`src/rtl/csc_pixel_scheduler.sv`:
```
// ---------------------------------------------------------------------------
// csc_pixel_scheduler
//
// Walks a frame stored in SRAM through the colourspace converter. For each
// pixel pair k it reads one Y, one U and one V word (two 8-bit samples per
// word), runs the converter once per pixel (high bytes first, then low
// bytes), and packs the two 24-bit RGB results into three 16-bit words that
// are written back starting at RGB_BASE + 3k.
//
// Ports
//   Clock            in   1   system clock, posedge only
//   Reset            in   1   synchronous, active-high
//   start            in   1   begin a frame; only looked at while idle
//   SRAM_grant       in   1   SRAM port grant (only with CSC_SRAM_GRANT_EN)
//   busy             out  1   frame in progress
//   done             out  1   one-cycle pulse after the last RGB write
//   SRAM_address     out  18  word address
//   SRAM_write_data  out  16  write data
//   SRAM_we_n        out  1   active-low write enable
//   SRAM_read_data   in   16  read data, SRAM_RD_LAT cycles after address
//   conv_Y/U/V       out  8   converter operands, stable for a conversion
//   conv_start       out  1   one-cycle converter start pulse
//   conv_RGB         in   24  converter result {R,G,B}
//
// Optional feature
//   CSC_SRAM_GRANT_EN : adds SRAM_grant. SRAM accesses (read issue and write)
//                       only happen, and only advance, on granted cycles.
//                       Without it the grant is a constant 1.
// ---------------------------------------------------------------------------
module csc_pixel_scheduler #(
    parameter logic [17:0] Y_BASE      = 18'd0,
    parameter logic [17:0] U_BASE      = 18'd38400,
    parameter logic [17:0] V_BASE      = 18'd57600,
    parameter logic [17:0] RGB_BASE    = 18'd146944,
    parameter logic [17:0] NUM_PAIRS   = 18'd19200,
    parameter int unsigned CONV_LAT    = 5,
    parameter int unsigned SRAM_RD_LAT = 2
) (
    input  logic        Clock,
    input  logic        Reset,
    input  logic        start,
`ifdef CSC_SRAM_GRANT_EN
    input  logic        SRAM_grant,
`endif
    output logic        busy,
    output logic        done,
    output logic [17:0] SRAM_address,
    output logic [15:0] SRAM_write_data,
    output logic        SRAM_we_n,
    input  logic [15:0] SRAM_read_data,
    output logic [7:0]  conv_Y,
    output logic [7:0]  conv_U,
    output logic [7:0]  conv_V,
    output logic        conv_start,
    input  logic [23:0] conv_RGB
);

    typedef enum logic [2:0] {
        S_IDLE,
        S_RD_ISSUE,
        S_RD_WAIT,
        S_CONV0,
        S_CONV1,
        S_WR,
        S_NEXT,
        S_DONE
    } state_t;

    // Last value of the per-state cycle counter in each timed state.
    localparam logic [7:0] ACC_LAST  = 8'd2;
    localparam logic [7:0] WAIT_LAST = 8'(SRAM_RD_LAT - 1);
    localparam logic [7:0] CONV_LAST = 8'(CONV_LAT);

    logic grant;
`ifdef CSC_SRAM_GRANT_EN
    assign grant = SRAM_grant;
`else
    assign grant = 1'b1;
`endif

    state_t      state, state_n;
    logic [7:0]  cnt, cnt_n;
    logic [17:0] k, k_n;
    logic [17:0] wr_base, wr_base_n;   // RGB_BASE + 3k, kept as a running sum

    logic [15:0] y_word, u_word, v_word;
    logic [23:0] rgb0, rgb1;

    // Read-return tracking: one entry per cycle of SRAM latency. Each entry
    // remembers whether a read was actually issued and which word it was.
    logic       rd_vld [SRAM_RD_LAT];
    logic [1:0] rd_sel [SRAM_RD_LAT];

    // ------------------------------------------------------------------
    // State register
    // ------------------------------------------------------------------
    always_ff @(posedge Clock) begin
        if (Reset) begin
            state   <= S_IDLE;
            cnt     <= '0;
            k       <= '0;
            wr_base <= '0;
        end else begin
            state   <= state_n;
            cnt     <= cnt_n;
            k       <= k_n;
            wr_base <= wr_base_n;
        end
    end

    // ------------------------------------------------------------------
    // Next-state logic
    // ------------------------------------------------------------------
    always_comb begin
        state_n   = state;
        cnt_n     = cnt;
        k_n       = k;
        wr_base_n = wr_base;
        case (state)
            S_IDLE: begin
                if (start) begin
                    state_n   = S_RD_ISSUE;
                    cnt_n     = '0;
                    k_n       = '0;
                    wr_base_n = RGB_BASE;
                end
            end
            S_RD_ISSUE: begin
                // An ungranted cycle repeats the same read.
                if (grant) begin
                    if (cnt == ACC_LAST) begin
                        state_n = S_RD_WAIT;
                        cnt_n   = '0;
                    end else begin
                        cnt_n = cnt + 8'd1;
                    end
                end
            end
            S_RD_WAIT: begin
                if (cnt == WAIT_LAST) begin
                    state_n = S_CONV0;
                    cnt_n   = '0;
                end else begin
                    cnt_n = cnt + 8'd1;
                end
            end
            S_CONV0: begin
                if (cnt == CONV_LAST) begin
                    state_n = S_CONV1;
                    cnt_n   = '0;
                end else begin
                    cnt_n = cnt + 8'd1;
                end
            end
            S_CONV1: begin
                if (cnt == CONV_LAST) begin
                    state_n = S_WR;
                    cnt_n   = '0;
                end else begin
                    cnt_n = cnt + 8'd1;
                end
            end
            S_WR: begin
                // An ungranted cycle repeats the same write.
                if (grant) begin
                    if (cnt == ACC_LAST) begin
                        state_n = S_NEXT;
                        cnt_n   = '0;
                    end else begin
                        cnt_n = cnt + 8'd1;
                    end
                end
            end
            S_NEXT: begin
                cnt_n = '0;
                if (k == NUM_PAIRS - 18'd1) begin
                    state_n = S_DONE;
                end else begin
                    state_n   = S_RD_ISSUE;
                    k_n       = k + 18'd1;
                    wr_base_n = wr_base + 18'd3;
                end
            end
            S_DONE: begin
                state_n = S_IDLE;
            end
            default: begin
                state_n = S_IDLE;
            end
        endcase
    end

    // ------------------------------------------------------------------
    // Outputs (decoded from registered state)
    // ------------------------------------------------------------------
    always_comb begin
        busy            = (state != S_IDLE) && (state != S_DONE);
        done            = (state == S_DONE);
        SRAM_address    = '0;
        SRAM_write_data = '0;
        // Reset gates the strobe so a write cannot land on the reset cycle.
        SRAM_we_n       = !((state == S_WR) && grant && !Reset);
        conv_start      = ((state == S_CONV0) || (state == S_CONV1)) && (cnt == '0);
        conv_Y          = '0;
        conv_U          = '0;
        conv_V          = '0;

        case (state)
            S_RD_ISSUE: begin
                case (cnt[1:0])
                    2'd0:    SRAM_address = Y_BASE + k;
                    2'd1:    SRAM_address = U_BASE + k;
                    default: SRAM_address = V_BASE + k;
                endcase
            end
            S_WR: begin
                SRAM_address = wr_base + {16'd0, cnt[1:0]};
                case (cnt[1:0])
                    2'd0:    SRAM_write_data = {rgb0[23:16], rgb0[15:8]};
                    2'd1:    SRAM_write_data = {rgb0[7:0],   rgb1[23:16]};
                    default: SRAM_write_data = {rgb1[15:8],  rgb1[7:0]};
                endcase
            end
            S_CONV0: begin
                conv_Y = y_word[15:8];
                conv_U = u_word[15:8];
                conv_V = v_word[15:8];
            end
            S_CONV1: begin
                conv_Y = y_word[7:0];
                conv_U = u_word[7:0];
                conv_V = v_word[7:0];
            end
            default: begin
            end
        endcase
    end

    // ------------------------------------------------------------------
    // Datapath: read-return capture and converter result capture
    // ------------------------------------------------------------------
    always_ff @(posedge Clock) begin
        if (Reset) begin
            for (int unsigned i = 0; i < SRAM_RD_LAT; i++) begin
                rd_vld[i] <= 1'b0;
                rd_sel[i] <= '0;
            end
            y_word <= '0;
            u_word <= '0;
            v_word <= '0;
            rgb0   <= '0;
            rgb1   <= '0;
        end else begin
            rd_vld[0] <= (state == S_RD_ISSUE) && grant;
            rd_sel[0] <= cnt[1:0];
            for (int unsigned i = 1; i < SRAM_RD_LAT; i++) begin
                rd_vld[i] <= rd_vld[i-1];
                rd_sel[i] <= rd_sel[i-1];
            end

            if (rd_vld[SRAM_RD_LAT-1]) begin
                case (rd_sel[SRAM_RD_LAT-1])
                    2'd0:    y_word <= SRAM_read_data;
                    2'd1:    u_word <= SRAM_read_data;
                    default: v_word <= SRAM_read_data;
                endcase
            end

            if ((state == S_CONV0) && (cnt == CONV_LAST)) rgb0 <= conv_RGB;
            if ((state == S_CONV1) && (cnt == CONV_LAST)) rgb1 <= conv_RGB;
        end
    end

endmodule

```
`config.mk`:
```
export PLATFORM = sky130hd
export DESIGN_NAME = csc_pixel_scheduler
export DESIGN_NICKNAME = d
export VERILOG_FILES = /design/src/rtl/csc_pixel_scheduler.sv
export SDC_FILE = /design/constraint.sdc
export NUM_CORES = 1
export LEC_CHECK = 0
export ABC_AREA = 1
export CORE_ASPECT_RATIO = 1.4
export CORE_UTILIZATION = 30
export DETAILED_ROUTE_END_ITERATION = 8
export DONT_BUFFER_PORTS = 1
export GPL_ROUTABILITY_DRIVEN = 0
export REMOVE_ABC_BUFFERS = 1
export SYNTH_ARGS = -nofsm -noshare
export SYNTH_HDL_FRONTEND = slang
export SYNTH_SLANG_ARGS = --single-unit
```
`constraint.sdc`:
```
create_clock -name Clock -period 4.1 [get_ports Clock]
set_input_delay 0.615 -clock Clock [delete_from_list [all_inputs] [get_ports Clock]]
set_output_delay 0.615 -clock Clock [all_outputs]
set_load 0.01 [all_outputs]
```
==> flow_summary.ini <==
[timing]
hold_slack_ps = 249
finalMaxSlewViolations = 0
layout_min_cycle_time_ps = 3540
finalSetupViolCount = 0
fin_tns_setup_ps = 0
worstMarginPinSlew_ps = 988
final-hold-violation-count = 0
max_freq_ghz = 0.282
fin_skew_ps = 13.4
slew_headroom_pct = 34.2
rsz0062_at_grt = false
fin_crit_sh_pct = 86.4

[global_routing]
grt_max_degree = 80
grt_pass1_vias = 7327
overflow = 0
grt_pass1_wl_mm = 37.8
antenna_found_initial = 0
grt_util_all_layers_pct = 17.6

[finish]
fillers = 2765
final_cell_mix = 291 x nor2_1, 208 x nand2_1, 149 x dfxtp_1
final_common_cell = nor2_1
drive_above_1_share_pct = 7.33
syn_to_final_growth_pct = 9.90
nets = 1216
final_area_sq_mm = 0.00864
antennaDiodeCount = 0

[outcome]
violations = design-rule violations
status = complete, but fails checks

[critical_path]
slowest_delay_ps = 550
critPathTopFamily = buffers and inverters
crit_required_ps = 3480
setup.worst_path.end = SRAM_address[11]
cp.arrival_ps = 2930
r2r_slack_ps = 1410
critPathBufInv = 3
path_depth = 8
r2r_cells = 11
crit_chain = inv_1, ha_1, nor2_2, clkinv_1, o211ai_1, nand3_1, o21ai_0, buf_4
endpoint_kind = primary output
cp-startpoint = cnt[1]
cp-start-kind = flip-flop
worstPathMaxFanout = 21
r2r-end = rgb1[17]
cp_slowest_cell = ha_1
r2r-start = cnt[1]
crit_type = flip-flop to primary output

[worst_hold_path]
hp-class = input pin to flip-flop

[clock_tree]
clkLatencyLatePin_ps = 430
path_clk_slew_ps = 60
h-tree-depth = 4
clock_sinks = 149
cts_root_buf = clkbuf_16
postCtsSetupBuffers = 0
cts.repair.resized = 0
clockBufferDepth = 2
ctsHoldBuffers = 0
cts_tree = built
cts_buffers = 17

[floorplanning]
core_sq_mm = 0.0256
die_w_um = 139
start_util_pct = 30.8
rows = 69
die-area_sq_mm = 0.0269
io_pins = 105
die_h_um = 194

[yosys]
synth_area_per_cell_sq_um = 6.63
yosys_warnings = 0
synth_seq_area_share_pct = 37.9
synth_top_area_share_pct = 37.9
synth_edf_count = 0
ys_ff_latch = 149
synth_top_area_cell = dfxtp_1
synthArstFlopShare_pct = 0
yosysUniqueCellTypes = 42
syn_inst = 1186
synth_area_leaders = dfxtp_1 38%, nor2_1 14%, nand2_1 9.9%, o21ai_0 8.6%, nand3_1 5.2%
syn_area_sq_mm = 0.00787
synth_ff_type = dfxtp_1

[detailed_routing]
final_antenna_net_count = 0
avgRoutedWirePerCell_um = 15.5
vias_per_cell = 5.06
drc_errors = 9
first_pass_iters = 7
detail_route.wirelength_mm = 23.1
drtIter0Drc = 498
vias = 7546

[power]
powerDensity_mw_per_mm2 = 461
vdd_drop_max_v = 0.000345
p_leak_nw = 3.32

[flow_run]
maxCapViolations = 0

[placement]
port_buffers = 0
place_hpwl_mm = 16.4
place_area_sq_mm = 0.00808
flip-flops by register name (all words and copies together), names as in the netlist:
name     cells
cnt          8
k           18
rd_sel       4
rd_vld       2
rgb0        24
rgb1        24
state        3
u_word      16
v_word      16
wr_base     18
y_word      16
metrics by stage:
stage | setup WS (ps) | cells | util, % | total power [mW]
after global placement | 1090 | 1460 | 31.6 | 2.47
after global routing | 270 | 1492 | 33.8 | 4.22
final | 556 | 1492 | 33.8 | 3.98
after floorplan | 792 | 1131 | - | 2.20
after CTS | 526 | 1492 | 33.8 | 4.04
after detailed placement | 1010 | 1460 | 31.6 | 2.48
cell families (layout without fill, tap and decap cells):
group	Yosys count	in the layout	synth area share, %
compound gates	235	235	17.8
xor+xnor	8	8	0.891
fa+ha+maj	13	13	2.16
buf+inv	154	141	8.10
flops	149	149	37.9
simple gates	627	627	33.1
layout make-up:
cell class	count	area (sq um)	area share, %
Clock buffer	19	433	5.01
Clock inverter	13	134	1.55
Inverter	99	372	4.30
Multi-Input combinational cell	883	4250	49.1
Sequential cell	149	2980	34.5
Tap cell	319	399	4.62
Timing Repair Buffer	10	75.1	0.869
Yosys cell counts (11+ instances only):
| cell | n |
|---|---|
| nor2_1 | 292 |
| nand2_1 | 208 |
| inv_1 | 90 |
| o21ai_0 | 135 |
| a22o_1 | 24 |
| a21oi_1 | 16 |
| dfxtp_1 | 149 |
| nor3_1 | 14 |
| nand4_1 | 14 |
| ha_1 | 12 |
| buf_2 | 11 |
| nand3_1 | 81 |
| clkbuf_1 | 36 |
| a31oi_1 | 17 |
| a21oi_2 | 17 |
worst min path at each step:
stage	start	end	slack [ps]	depth (start not counted)
2_1_floorplan	rd_sel[0][0]	rd_sel[0][2]	390	2
3_3_place_gp	rd_vld[0][0]	rd_vld[0][1]	390	2
3_5_place_dp	rd_sel[0][1]	rd_sel[0][3]	400	2
4_1_cts	Reset	wr_base[16]	230	1
5_1_grt	Reset	k[16]	220	1
6_report	Reset	wr_base[16]	250	1
per-layer routing:
metal / routed length, um / GRT usage [%] / vias to the layer above
met5: 0 / 0 / -
met4: 1020 / 10.3 / 0
met3: 1290 / 4.11 / 61
met2: 11700 / 31.7 / 251
met1: 9130 / 18.7 / 3402
li1: - / - / 3832
power breakdown:
part / internal (mW) / switching (mW) / total [mW]
clock: 0.855 / 0.678 / 1.53
sequential: 1.53 / 0.0895 / 1.62
combinational: 0.210 / 0.626 / 0.836
total: 2.59 / 1.39 / 3.98
Note: power is estimated with default switching activity, not from simulation.
